===== src/rtl/pdm_port_rx.sv =====
`default_nettype none
// +--------------------------------------------------------------------------+
// | pdm_port_rx : grant-when-it-fits receive buffer for one pdm_core port    |
// | Revision    : 1.0                                                        |
// +--------------------------------------------------------------------------+
module pdm_port_rx #(
    parameter int DATA_W = 8,
    parameter int LEN_W  = 8,
    parameter int DEPTH  = 16,
    parameter int CNT_W  = 16
) (
    input  logic              clk,
    input  logic              rst_b,
    input  logic [LEN_W-1:0]  newdata_len,
    output logic              proceed,
    input  logic [DATA_W-1:0] data_out,
    output logic              rd_valid,
    output logic [DATA_W-1:0] rd_data,
    output logic              rd_last,
    input  logic              rd_ready,
    output logic [CNT_W-1:0]  pkt_count,
    output logic              drop_pulse
);

    localparam int C_AW = $clog2(DEPTH);
    localparam int C_PW = C_AW + 1;
    localparam int C_CW = (LEN_W > C_PW) ? LEN_W : C_PW;
    localparam logic [C_CW-1:0] C_DEPTH = C_CW'(DEPTH);

    typedef enum logic [1:0] {
        S_IDLE  = 2'd0,
        S_GRANT = 2'd1,
        S_RECV  = 2'd2,
        S_DROP  = 2'd3
    } state_t;

    state_t             r_state;
    state_t             w_next_state;
    logic [LEN_W-1:0]   r_len_q;
    logic [LEN_W-1:0]   r_rem;
    logic               r_drop_q;
    logic [DATA_W:0]    r_mem [DEPTH];
    logic [C_PW-1:0]    r_wr_ptr;
    logic [C_PW-1:0]    r_rd_ptr;
    logic [CNT_W-1:0]   r_pkt_count;
    logic               r_drop_pulse;

    logic [C_PW-1:0]    w_occ;
    logic [C_CW-1:0]    w_free;
    logic [C_CW-1:0]    w_len;
    logic [DATA_W:0]    w_head;
    logic               w_empty;
    logic               w_full;
    logic               w_push;
    logic               w_pop;
    logic               w_grant;
    logic               w_rem_one;

    // Both operands of the fit check are zero-extended to a common width.
    assign w_occ     = r_wr_ptr - r_rd_ptr;
    assign w_free    = C_DEPTH - C_CW'(w_occ);
    assign w_len     = C_CW'(newdata_len);
    assign w_empty   = (r_wr_ptr == r_rd_ptr);
    assign w_full    = (r_wr_ptr[C_AW] != r_rd_ptr[C_AW]) &&
                       (r_wr_ptr[C_AW-1:0] == r_rd_ptr[C_AW-1:0]);
    assign w_rem_one = (r_rem == LEN_W'(1));
    assign w_pop     = !w_empty && rd_ready;

    always_comb begin
        w_next_state = r_state;
        w_grant      = 1'b0;
        w_push       = 1'b0;
        proceed      = 1'b0;
        case (r_state)
            S_IDLE: begin
                if ((w_len != '0) && ((w_len <= w_free) || (w_len > C_DEPTH))) begin
                    w_grant      = 1'b1;
                    w_next_state = S_GRANT;
                end
            end
            S_GRANT: begin
                proceed      = 1'b1;
                w_next_state = r_drop_q ? S_DROP : S_RECV;
            end
            S_RECV: begin
                w_push = 1'b1;
                if (w_rem_one) w_next_state = S_IDLE;
            end
            S_DROP: begin
                if (w_rem_one) w_next_state = S_IDLE;
            end
            default: w_next_state = S_IDLE;
        endcase
    end

    always_ff @(posedge clk or negedge rst_b) begin
        if (!rst_b) r_state <= S_IDLE;
        else        r_state <= w_next_state;
    end

    always_ff @(posedge clk or negedge rst_b) begin
        if (!rst_b) begin
            r_len_q      <= '0;
            r_drop_q     <= 1'b0;
            r_rem        <= '0;
            r_wr_ptr     <= '0;
            r_rd_ptr     <= '0;
            r_pkt_count  <= '0;
            r_drop_pulse <= 1'b0;
        end else begin
            if (w_grant) begin
                r_len_q  <= newdata_len;
                r_drop_q <= (w_len > C_DEPTH);
            end
            if (r_state == S_GRANT) begin
                r_rem <= r_len_q;
            end else if ((r_state == S_RECV) || (r_state == S_DROP)) begin
                r_rem <= r_rem - LEN_W'(1);
            end
            if ((r_state == S_RECV) && w_rem_one) r_pkt_count <= r_pkt_count + CNT_W'(1);
            r_drop_pulse <= (r_state == S_DROP) && w_rem_one;
            if (w_push) r_wr_ptr <= r_wr_ptr + C_PW'(1);
            if (w_pop)  r_rd_ptr <= r_rd_ptr + C_PW'(1);
        end
    end

    // Storage carries no reset; the pointers alone define what is valid.
    always_ff @(posedge clk) begin
        if (w_push) r_mem[r_wr_ptr[C_AW-1:0]] <= {w_rem_one, data_out};
    end

    assign w_head     = r_mem[r_rd_ptr[C_AW-1:0]];
    assign rd_valid   = !w_empty;
    assign rd_data    = w_empty ? '0 : w_head[DATA_W-1:0];
    assign rd_last    = !w_empty && w_head[DATA_W];
    assign pkt_count  = r_pkt_count;
    assign drop_pulse = r_drop_pulse;

    a_no_overflow: assert property (@(posedge clk) disable iff (!rst_b) !(w_push && w_full));

endmodule
`default_nettype wire


===== config.mk =====
export PLATFORM = sky130hd
export DESIGN_NAME = pdm_port_rx
export DESIGN_NICKNAME = d
export VERILOG_FILES = /design/src/rtl/pdm_port_rx.sv
export SDC_FILE = /design/constraint.sdc
export NUM_CORES = 1
export LEC_CHECK = 0
export CORE_MARGIN = 5
export CORE_UTILIZATION = 59
export DETAILED_ROUTE_END_ITERATION = 6
export PLACE_DENSITY = 0.79
export SLEW_MARGIN = 10
export SYNTH_ARGS = -nofsm -noshare
export SYNTH_HDL_FRONTEND = slang
export SYNTH_SLANG_ARGS = --single-unit

===== constraint.sdc =====
create_clock -name clk -period 4.45 [get_ports clk]
set_clock_uncertainty 0.15 [all_clocks]
set_input_delay 0.89 -clock clk [delete_from_list [all_inputs] [get_ports clk]]
set_output_delay 0.89 -clock clk [all_outputs]
set_load 0.005 [all_outputs]

---- Word level (Yosys, flattened, before mapping) ----
Memory sizes are Yosys's and may differ from the RTL's.
Cells that the tools add are included.
word-level totals
  memories ................................ 1
  bits in writable memories ............... 144
  register bits after elaboration ......... 46
  input bits .............................. 19
  word-level logic and storage cells ...... 50
  output and inout bits ................... 28
cells by class
  equality and inequality tests ........... 7
  $lt $le $gt $ge ......................... 2
  reduce and logical (&&, ||, !) cells .... 13
  add/subtract/negate cells ............... 6
  mux-type cells .......................... 13
memory list
  name   depth  width  read ports  clocked after Yosys merged registers in  wr ports  RTL line  RTL
  r_mem  16     9      1           0                                        1         42        logic [DATA_W:0] r_mem [DEPTH];
operators with widths
  operator                 count
  $mux W8                  3
  $add A16 B1 Y16 const B  1
  $add A5 B1 Y5 const B    2
  $eq A8 B1 Y1 const B     1
  $gt A8 B5 Y1 const B     1
  $le A8 B8 Y1             1
  $reduce_bool A8 Y1       1
  $sub A8 B1 Y8 const B    1
  $mux W1                  7
  $pmux W2 S3              1
  $sub A5 B5 Y6 const A    1
  $eq A5 B5 Y1             1
  $logic_and A1 B1 Y1      5
  $sub A5 B5 Y5            1
  $eq A2 B2 Y1 const B     2
  $mux W2                  2
  $eq A2 B1 Y1 const B     1
  $logic_not A2 Y1         1
  $logic_or A1 B1 Y1       2
  $ne A2 B1 Y1 const B     1
  $ne A2 B2 Y1 const B     1
  $reduce_and A2 Y1        1
  $reduce_bool A2 Y1       1
  $reduce_or A2 Y1         1
  $logic_not A1 Y1         1

---- Depth between registers and ports, before layout ----
Gate-level depths: netlist of the first run.
  depth after elaboration ................. 7
  depth in mapped cells ................... 16
  depth with buffers taken out ............ 14

---- Worst setup path after synthesis of the first run ----
No wires, ideal clock.
  kind .................................... reg2reg
  start ................................... register r_rd_ptr[1]
  end ..................................... register r_len_q[0]
  stages on the path, launching flop included .. 17
  buffers on the path ..................... 3
  data required time ...................... 4175 ps
  library setup time ...................... 125 ps
  clock period less this slack ............ 4003 ps
  setup slack ............................. 447 ps
  arrival ................................. 3727 ps
  path through ............................ dfrtp_1 > buf_2 > buf_1 > inv_1 > ha_1 > nor2b_1 > o21a_1 > or3_1 > and2_1 > o21ai_0 > ha_1 > and4_1 > a211oi_2 > nor3_1 > a21o_1 > buf_6 > mux2_4
between the ends
  longest elaborated chain between the ends .. 7
ends and longest elaborated chain
  item                    RTL line  RTL
  from (decl)             44        logic [C_PW-1:0] r_rd_ptr;
  from (signal assigned)  123       if (w_pop) r_rd_ptr <= r_rd_ptr + C_PW'(1);
  $sub A5 B5 Y5           60        assign w_occ = r_wr_ptr - r_rd_ptr;
  $sub A5 B5 Y6           61        assign w_free = C_DEPTH - C_CW'(w_occ);
  $le A8 B8 Y1            76        if ((w_len != '0) && ((w_len <= w_free) || (w_len > C_DEPTH))) begin
  $logic_or A1 B1 Y1      76
  $logic_and A1 B1 Y1     76
  $mux W1                 76
  $mux W1                 74        case (r_state)
  to (signal assigned)    112       r_len_q <= newdata_len;
  to (decl)               39        logic [LEN_W-1:0] r_len_q;
Every way passes these cells.
A chain may end at the register's enable or synchronous reset.

---- Worst setup path after layout of the first run ----
  start ................................... register r_rd_ptr[3]
  end ..................................... register r_len_q[0]
The elaborated chain is that of the path after synthesis.

==> results of run 1 <==
==> placed cells by master (no fill, tap or decap), types with 4 or more instances in the layout <==
| master | count |
|---|---|
| sky130_fd_sc_hd__edfxtp_1 | 144 |
| sky130_fd_sc_hd__mux4_2 | 45 |
| sky130_fd_sc_hd__dfrtp_1 | 45 |
| sky130_fd_sc_hd__clkdlybuf4s50_1 | 45 |
| sky130_fd_sc_hd__xnor2_1 | 22 |
| sky130_fd_sc_hd__ha_1 | 21 |
| sky130_fd_sc_hd__nor2_1 | 19 |
| sky130_fd_sc_hd__clkbuf_16 | 17 |
| sky130_fd_sc_hd__nor2b_1 | 16 |
| sky130_fd_sc_hd__nand2_1 | 16 |
| sky130_fd_sc_hd__xor2_1 | 13 |
| sky130_fd_sc_hd__inv_1 | 13 |
| sky130_fd_sc_hd__a21oi_1 | 13 |
| sky130_fd_sc_hd__o21ai_0 | 11 |
| sky130_fd_sc_hd__nand4_1 | 9 |
| sky130_fd_sc_hd__nand3_1 | 8 |
| sky130_fd_sc_hd__nor3_1 | 8 |
| sky130_fd_sc_hd__mux2_4 | 8 |
| sky130_fd_sc_hd__buf_4 | 8 |
| sky130_fd_sc_hd__a211oi_1 | 6 |
| sky130_fd_sc_hd__mux2i_1 | 4 |
==> critical path, cell delays in order, from the launching register on <==
cell and delay (ps):
sky130_fd_sc_hd__dfrtp_1 410, sky130_fd_sc_hd__inv_2 340, sky130_fd_sc_hd__ha_1 350, sky130_fd_sc_hd__or3_1 400, sky130_fd_sc_hd__and2_1 190, sky130_fd_sc_hd__o21ai_0 350
sky130_fd_sc_hd__ha_1 230, sky130_fd_sc_hd__and4_1 250, sky130_fd_sc_hd__a211oi_2 90, sky130_fd_sc_hd__nor3_1 400, sky130_fd_sc_hd__a21o_1 430, sky130_fd_sc_hd__mux2_4 340
==> routing by layer <==
metal | vias up | GRT usage, % | routed length, µm | share of wire [%]
li1 | 1952 | - | - | -
met1 | 2189 | 27.9 | 6520 | 40
met2 | 156 | 35.0 | 8380 | 52
met3 | 28 | 4.71 | 911 | 5.6
met4 | 0 | 8.55 | 350 | 2.2
met5 | - | 0 | 0 | 0
==> cells by family after synthesis <==
kind of cell,share of synthesized area (%)
flip-flops,66.6
adder cells (fa/ha/maj),3.44
AND/OR/NAND/NOR,6.94
AO/OA/AOI/OAI,2.83
multiplexers,14.4
buffers and inverters,2.04
XOR/XNOR,3.73
==> per-stage QoR <==
step / worst slack, ps / util [%] / instances / cell area [µm²] / hold slack [ps]
after floorplan: 447 / - / 476 / 8220 / 311
final: 429 / 68.7 / 724 / 9460 / 261
after CTS: 432 / 68.7 / 724 / 9460 / 252
after global placement: 644 / 64.4 / 692 / 8870 / 310
after detailed placement: 470 / 64.4 / 692 / 8870 / 315
after global routing: 188 / 68.7 / 724 / 9460 / 292
==> flip-flops by register name (all words and copies together), names as in the netlist <==
signal	count
drop_pulse	1
pkt_count	16
r_drop_q	1
r_len_q	8
r_mem	144
r_rd_ptr	5
r_rem	8
r_state	2
r_wr_ptr	5
==> worst paths after layout <==
kind | cells after the start | endpoint | slack, ps
max in group asynchronous | 2 | r_rd_ptr[0] | 3140
worst max register to register | 11 | r_len_q[0] | 430
worst min-delay path | 1 | pkt_count[8] | 260
worst min register to register | 1 | pkt_count[15] | 330
min in group clk | 1 | pkt_count[15] | 330
worst max-delay path | 11 | r_len_q[0] | 430
==> where the power goes <==
group / internal, mW / switching, mW
logic: 1.20 / 1.09
clock network: 0.879 / 0.631
registers: 2.15 / 0.193
==> layout make-up <==
type / count / area [µm²]
clock buffers: 17 / 425
clock inverters: 15 / 166
fillers: 914 / 4310
inverters: 14 / 52.6
multi-input cells: 253 / 2580
flip-flops and latches: 190 / 5480
well taps: 180 / 225
repair buffers: 55 / 536
==> impl_metrics.py, run 1 <==
metrics = {
    "placed_design": {
        "hpwl_um": 10100,
        "finalWeightedCongestion": 0.857,
        "port_buffers": 46,
    },
    "timing": {
        "timing_hold_violations_final": 0,
        "transition_at_the_pin_with_the_smallest_max_transition_slack_ps": 1220,
        "setup-violations-final": 0,
        "slew_headroom_pct": 18.7,
        "rsz0062_at_grt": "false",
        "finalSetupTns_ps": 0,
        "period_minus_slack_ps": 4020,
        "timing_max_transition_violations_final": 0,
        "achievable-frequency_ghz": 0.249,
        "ratio_of_final_minimum_period_to_clock_period_pct": 90.4,
    },
    "detailed_routing": {
        "drt-pass1-iter-count": 7,
        "detail_route.drc_violations": 0,
        "detail-route-antenna-nets": 0,
        "vias_per_cell": 5.97,
        "first_iter_violations": 322,
        "routed_wl_um": 16200,
        "num_vias": 4325,
        "avgRoutedWirePerCell_um": 22.3,
    },
    "flow_run": {
        "max-cap-violations": 0,
    },
    "cts": {
        "post_cts.repair.setup_buffers": 0,
        "cts_made_buffers": 17,
        "clock_sink_count": 190,
        "cts_hold_buffers": 0,
        "clock-root-buffer": "sky130_fd_sc_hd__clkbuf_16",
        "ctsHtreeMaxLevel": 4,
        "clkLatencyLatePin_ps": 420,
        "post_cts_resize_count": 0,
        "clkSlewWorstSetupHoldPaths_ps": 70,
        "cts.path.max_buffers": 2,
        "cts_tree": "done",
    },
    "yosys": {
        "synth_largest_area_cell": "sky130_fd_sc_hd__edfxtp_1",
        "synth.top_cell.area_share_pct": 52.6,
        "synth_nets": 517,
        "synth_enable_flop_cells": 144,
        "post_synth.cell_area_avg_um2": 17.3,
        "synth.yosys.seq_area_share_pct": 66.6,
        "syn_std_cell_area_um2": 8220,
        "most_instantiated_library_cell_after_synthesis": "sky130_fd_sc_hd__edfxtp_1",
        "postSynthCellCount": 476,
        "netlist_top_cells_area": "sky130_fd_sc_hd__edfxtp_1 53%, sky130_fd_sc_hd__dfrtp_1 14%, sky130_fd_sc_hd__mux4_2 12%, sky130_fd_sc_hd__ha_1 3.2%, sky130_fd_sc_hd__xnor2_1 2.3%",
        "post_synth_arst_share_pct": 24.2,
        "ys_top_cells_by_count": "144 x sky130_fd_sc_hd__edfxtp_1, 46 x sky130_fd_sc_hd__dfrtp_1, 45 x sky130_fd_sc_hd__mux4_2",
        "postSynthRegisterBits": 190,
        "synth_cell_types": 48,
        "synth-warning-count": 0,
        "synth_ff_type": "sky130_fd_sc_hd__edfxtp_1",
    },
    "power_and_ir_drop": {
        "post_layout_power_mw": 6.15,
        "power_per_cell_area_nw_per_um2": 650,
        "leakage_nw": 3.37,
        "power.ir.vdd_worst_mv": 0.660,
    },
    "floorplanning": {
        "fp.dieH_um": 128,
        "design.portCount": 47,
        "core.rowCount": 43,
        "die_w_um": 128,
        "floorplan.initialDensity_pct": 59.7,
        "die-area_um2": 16400,
        "core_um2": 13800,
    },
    "worst_setup_path": {
        "critPathKind": "flip-flop to flip-flop",
        "critPathArrivalTime_ps": 4180,
        "reg2reg_from": "r_rd_ptr[3]",
        "timing.critical_path.fanout_max": 10,
        "category_of_the_worst_setup_path_launch_point": "flip-flop",
        "worst_setup_path_startpoint": "r_rd_ptr[3]",
        "cp_data_required_time_ps": 4610,
        "end_kind": "flip-flop",
    },
    "finish": {
        "number_of_nets_in_the_layout": 572,
        "num_antenna_cells": 0,
        "post_route_cells_drive_above_1_share_pct": 19.9,
        "areaGrowthSynthToFinish_pct": 15.1,
    },
    "global_route": {
        "grt_pass1_vias": 4514,
        "grt_overflow_total": 0,
        "global_route.usage.total_pct": 21.3,
        "grt_first_pass_wirelength_um": 25300,
        "antenna_violations_before_repair": 0,
        "grt_max_degree": 40,
    },
    "status": {
        "run_status": "complete, no violations",
    },
    "worst_hold_path": {
        "holdCritPathClass": "primary input to async pin",
    },
}
Power figures use the tool's default switching activity.
==> inputs of run 2 (changes only) <==
--- a/config.mk
+++ b/config.mk
@@ -6,9 +6,8 @@
 export NUM_CORES = 1
 export LEC_CHECK = 0
 export CORE_MARGIN = 5
-export CORE_UTILIZATION = 59
+export CORE_UTILIZATION = 35
 export DETAILED_ROUTE_END_ITERATION = 6
-export PLACE_DENSITY = 0.79
 export SLEW_MARGIN = 10
 export SYNTH_ARGS = -nofsm -noshare
 export SYNTH_HDL_FRONTEND = slang
==> impl_metrics.py, run 2 (synthesis gave the netlist of run 1 again) <==
metrics = {
    "status": {
        "run_status": "complete, no violations",
    },
    "cts": {
        "cts_hold_buffers": 0,
        "clock-root-buffer": "sky130_fd_sc_hd__clkbuf_16",
        "post_cts_resize_count": 0,
        "cts_tree": "done",
        "clkSlewWorstSetupHoldPaths_ps": 80,
        "clock_sink_count": 190,
        "clkLatencyLatePin_ps": 430,
        "cts_made_buffers": 17,
        "post_cts.repair.setup_buffers": 0,
        "cts.path.max_buffers": 2,
        "ctsHtreeMaxLevel": 4,
    },
    "global_route": {
        "antenna_violations_before_repair": 0,
        "grt_first_pass_wirelength_um": 26700,
        "grt_overflow_total": 0,
        "global_route.usage.total_pct": 13.3,
        "grt_max_degree": 47,
        "grt_pass1_vias": 4531,
    },
    "worst_setup_path": {
        "worst_path_cell_with_the_longest_stage_delay": "sky130_fd_sc_hd__mux4_2",
        "category_of_the_worst_setup_path_launch_point": "flip-flop",
        "critPathKind": "flip-flop to output pin",
        "timing.critical_path.fanout_max": 39,
        "worst-path-buf-inv": 2,
        "worst_path_largest_cell_delay_ps": 590,
        "cp_data_required_time_ps": 3410,
        "end_kind": "output pin",
        "critPathArrivalTime_ps": 3040,
        "crit_path_cell_trace": "buf_6 > mux4_2 > mux4_2 > nor2b_1 > clkdlybuf4s50_1",
        "critical_path.most_common_cell": "sky130_fd_sc_hd__mux4_2",
        "cpLargestDelayFamily": "multiplexers",
    },
    "floorplanning": {
        "die-area_um2": 26700,
        "core.rowCount": 56,
        "design.portCount": 47,
        "floorplan.initialDensity_pct": 35.2,
        "fp.dieH_um": 163,
        "die_w_um": 163,
        "core_um2": 23300,
    },
    "placed_design": {
        "hpwl_um": 10600,
        "finalWeightedCongestion": 0.797,
        "port_buffers": 46,
        "dpl_worst_slack_ps": 501,
    },
    "detailed_routing": {
        "routed_wl_um": 16800,
        "num_vias": 4303,
        "vias_per_cell": 4.96,
        "avgRoutedWirePerCell_um": 19.4,
        "detail-route-antenna-nets": 0,
        "detail_route.drc_violations": 0,
        "first_iter_violations": 210,
        "drt-pass1-iter-count": 4,
    },
    "timing": {
        "transition_at_the_pin_with_the_smallest_max_transition_slack_ps": 1130,
        "rsz0062_at_grt": "false",
        "final_critical_path_setup_slack_ps": 374,
        "finalSetupTns_ps": 0,
        "ratio_of_final_minimum_period_to_clock_period_pct": 91.6,
        "timing_max_transition_violations_final": 0,
        "setup-violations-final": 0,
        "period_minus_slack_ps": 4080,
        "timing_hold_violations_final": 0,
        "slew_headroom_pct": 24.3,
        "achievable-frequency_ghz": 0.245,
    },
    "power_and_ir_drop": {
        "power_per_cell_area_nw_per_um2": 635,
        "leakage_nw": 3.41,
        "power.ir.vdd_worst_mv": 0.379,
    },
    "finish": {
        "most-common-layout-cells": "144 x sky130_fd_sc_hd__edfxtp_1, 45 x sky130_fd_sc_hd__mux4_2, 45 x sky130_fd_sc_hd__dfrtp_1, 45 x sky130_fd_sc_hd__clkdlybuf4s50_1, 22 x sky130_fd_sc_hd__xnor2_1",
        "num_antenna_cells": 0,
        "post_route_cells_drive_above_1_share_pct": 20.9,
        "areaGrowthSynthToFinish_pct": 17.6,
        "commonest_non_fill_non_tap_cell_in_the_layout": "sky130_fd_sc_hd__edfxtp_1",
        "largest_register_ffs": 144,
        "number_of_nets_in_the_layout": 577,
    },
    "flow_run": {
        "max-cap-violations": 0,
    },
    "worst_hold_path": {
        "holdCritPathClass": "flip-flop to flip-flop",
    },
}
-- run 2: final timing paths --
| path | end | startpoint | slack, ps | depth (start not counted) |
|---|---|---|---|---|
| hold / removal | pkt_count[15] | pkt_count[15] | 330 | 1 |
| hold reg to reg | pkt_count[15] | pkt_count[15] | 330 | 1 |
| setup reg to reg | r_len_q[7] | r_wr_ptr[0] | 450 | 14 |
| setup / recovery | rd_last | r_rd_ptr[0] | 370 | 5 |
| max in group asynchronous | r_rd_ptr[0] | rst_b | 2950 | 1 |
| min in group asynchronous | r_state[0] | rst_b | 500 | 1 |
-- run 2: area by class of cell --
class | count | area, µm²
clock buffers | 17 | 425
clock inverters | 15 | 174
fillers | 2104 | 13700
inverters | 14 | 52.6
multi-input cells | 253 | 2580
flip-flops and latches | 190 | 5480
well taps | 319 | 399
repair buffers | 60 | 564
-- run 2: layer usage --
metal / global-route usage (%) / vias up / part of all wire, %
met2: 21.6 / 99 / 49
li1: - / 1961 / -
met3: 3.05 / 22 / 4.5
met4: 3.77 / 0 / 1.4
met1: 18.1 / 2221 / 45
met5: 0 / - / 0
-- run 2: report_power, final --
group	internal, mW	total (mW)	leakage, nW	switching, mW
Clock	0.766	1.53	0.291	0.761
Sequential	2.15	2.34	1.86	0.190
Combinational	1.19	2.27	1.25	1.08
-- run 2: through the flow --
stage	cell area [µm²]	hold WS, ps	util (%)	power (mW)	cells
2_1_floorplan	8220	311	-	3.97	476
4_1_cts	9670	336	41.4	6.22	868
3_3_place_gp	9070	319	38.9	4.62	836
3_5_place_dp	9070	322	38.9	4.68	836
5_1_grt	9670	336	41.4	6.56	868
6_report	9670	334	41.4	6.14	868
==> inputs of run 3 (changes only) <==
--- a/config.mk
+++ b/config.mk
@@ -8,7 +8,7 @@
 export CORE_MARGIN = 5
 export CORE_UTILIZATION = 35
 export DETAILED_ROUTE_END_ITERATION = 6
-export SLEW_MARGIN = 10
+export SLEW_MARGIN = 25
 export SYNTH_ARGS = -nofsm -noshare
 export SYNTH_HDL_FRONTEND = slang
 export SYNTH_SLANG_ARGS = --single-unit
==> impl_metrics.py, run 3 (synthesis gave the netlist of run 1 again) <==
metrics = {
    "global_route": {
        "grt_max_degree": 47,
        "grt_pass1_vias": 4641,
        "grt_first_pass_wirelength_um": 26900,
        "grt_overflow_total": 0,
        "antenna_violations_before_repair": 0,
        "global_route.usage.total_pct": 13.4,
    },
    "detailed_routing": {
        "num_vias": 4322,
        "drt-pass1-iter-count": 4,
        "detail-route-antenna-nets": 0,
        "routed_wl_um": 16900,
        "first_iter_violations": 326,
        "detail_route.drc_violations": 0,
        "vias_per_cell": 4.97,
        "avgRoutedWirePerCell_um": 19.4,
    },
    "worst_setup_path": {
        "category_of_the_worst_setup_path_launch_point": "flip-flop",
        "cpLargestDelayFamily": "multiplexers",
        "critical_path.most_common_cell": "sky130_fd_sc_hd__mux4_2",
        "critPathArrivalTime_ps": 3050,
        "cp_data_required_time_ps": 3410,
        "worst_path_largest_cell_delay_ps": 590,
        "timing.critical_path.fanout_max": 39,
        "crit_path_cell_trace": "buf_6 > mux4_2 > mux4_2 > nor2b_1 > clkdlybuf4s50_1",
        "rrSetupSlack_ps": 460,
        "critPathKind": "flip-flop to output pin",
        "end_kind": "output pin",
        "worst_path_cell_with_the_longest_stage_delay": "sky130_fd_sc_hd__mux4_2",
        "worst-path-buf-inv": 2,
    },
    "finish": {
        "post_route_cells_drive_above_1_share_pct": 21.7,
        "number_of_nets_in_the_layout": 577,
        "commonest_non_fill_non_tap_cell_in_the_layout": "sky130_fd_sc_hd__edfxtp_1",
        "areaGrowthSynthToFinish_pct": 17.9,
        "most-common-layout-cells": "144 x sky130_fd_sc_hd__edfxtp_1, 45 x sky130_fd_sc_hd__mux4_2, 45 x sky130_fd_sc_hd__dfrtp_1, 45 x sky130_fd_sc_hd__clkdlybuf4s50_1, 22 x sky130_fd_sc_hd__xnor2_1",
        "largest_register_ffs": 144,
        "fill_cells": 2112,
    },
    "timing": {
        "setup-violations-final": 0,
        "timing_max_transition_violations_final": 0,
        "timing_hold_violations_final": 0,
        "achievable-frequency_ghz": 0.244,
        "ratio_of_final_minimum_period_to_clock_period_pct": 91.9,
        "period_minus_slack_ps": 4090,
        "worst_hold_margin_ps": 316,
        "rsz0062_at_grt": "false",
        "slew_headroom_pct": 26.7,
        "transition_at_the_pin_with_the_smallest_max_transition_slack_ps": 1100,
        "finalSetupTns_ps": 0,
    },
    "floorplanning": {
        "design.portCount": 47,
        "die_w_um": 163,
        "fp.dieH_um": 163,
        "floorplan.initialDensity_pct": 35.2,
        "core_um2": 23300,
        "die-area_um2": 26700,
        "core.rowCount": 56,
    },
    "power_and_ir_drop": {
        "power.ir.vdd_worst_mv": 0.354,
        "leakage_nw": 3.41,
        "power_per_cell_area_nw_per_um2": 635,
    },
    "placed_design": {
        "port_buffers": 46,
        "hpwl_um": 10600,
        "finalWeightedCongestion": 0.797,
    },
    "cts": {
        "cts_tree": "done",
        "clock_sink_count": 190,
        "cts_made_buffers": 17,
        "post_cts.repair.setup_buffers": 0,
        "clkSlewWorstSetupHoldPaths_ps": 80,
        "clock-root-buffer": "sky130_fd_sc_hd__clkbuf_16",
        "clkLatencyLatePin_ps": 440,
        "cts.path.max_buffers": 2,
        "ctsHtreeMaxLevel": 4,
    },
    "worst_hold_path": {
        "holdCritPathClass": "primary input to async pin",
    },
    "status": {
        "run_status": "complete, no violations",
    },
    "flow_run": {
        "max-cap-violations": 0,
    },
}
==> run 3: changes by cell type in the layout (fill, tap and decap cells not counted), sizes merged <==
cell,previous run,this run
diode,0,1
inv,24,22
clkinv,4,6
==> run 3: area by class of cell <==
cell class | instances | area (µm²) | area share, %
multi-input combinational | 253 | 2590 | 26.7
clock buffer | 17 | 425 | 4.39
sequential | 190 | 5480 | 56.5
clock inverter | 15 | 179 | 1.85
antenna | 1 | 2.50 | 0.0258
timing repair buffer | 60 | 567 | 5.85
tap | 319 | 399 | 4.12
inverter | 14 | 52.6 | 0.542
==> run 3: power by group <==
group	internal (mW)	switching, mW	total [mW]
registers	2.15	0.190	2.34
clock network	0.764	0.759	1.52
logic	1.19	1.09	2.29
total	4.11	2.04	6.15
==> run 3: final timing paths <==
| path | startpoint | to | cells after the start |
|---|---|---|---|
| max | r_rd_ptr[0] | rd_last | 5 |
| min | rst_b | r_drop_q | 1 |
| max reg2reg | r_wr_ptr[0] | r_len_q[7] | 12 |
| min reg2reg | pkt_count[15] | pkt_count[15] | 1 |
| max in group asynchronous | rst_b | r_rd_ptr[0] | 1 |
| min in group clk | pkt_count[15] | pkt_count[15] | 1 |
==> run 3: through the flow <==
stage	utilization, %	power (mW)	setup WS [ps]	instances	cell area (µm²)
after detailed placement	38.9	4.69	489	836	9080
after CTS	41.5	6.23	117	868	9680
after floorplan	-	3.97	447	476	8220
after global routing	41.5	6.58	114	868	9690
final	41.5	6.15	360	869	9690
after global placement	38.9	4.62	598	836	9070
==> run 3: what timing repair did <==
action / 4_1_cts / 5_1_grt
gates resized for setup: 0 / 1
hold buffers: 0 / 0
endpoints found under the setup margin: 0 / 1
==> run 3: metal layers <==
layer,routed length (µm),global-route usage [%],up-vias
li1,-,-,1965
met1,7130,17.7,2237
met2,8600,22.4,111
met3,1020,3.15,9
met4,136,3.85,0
met5,0,0,-
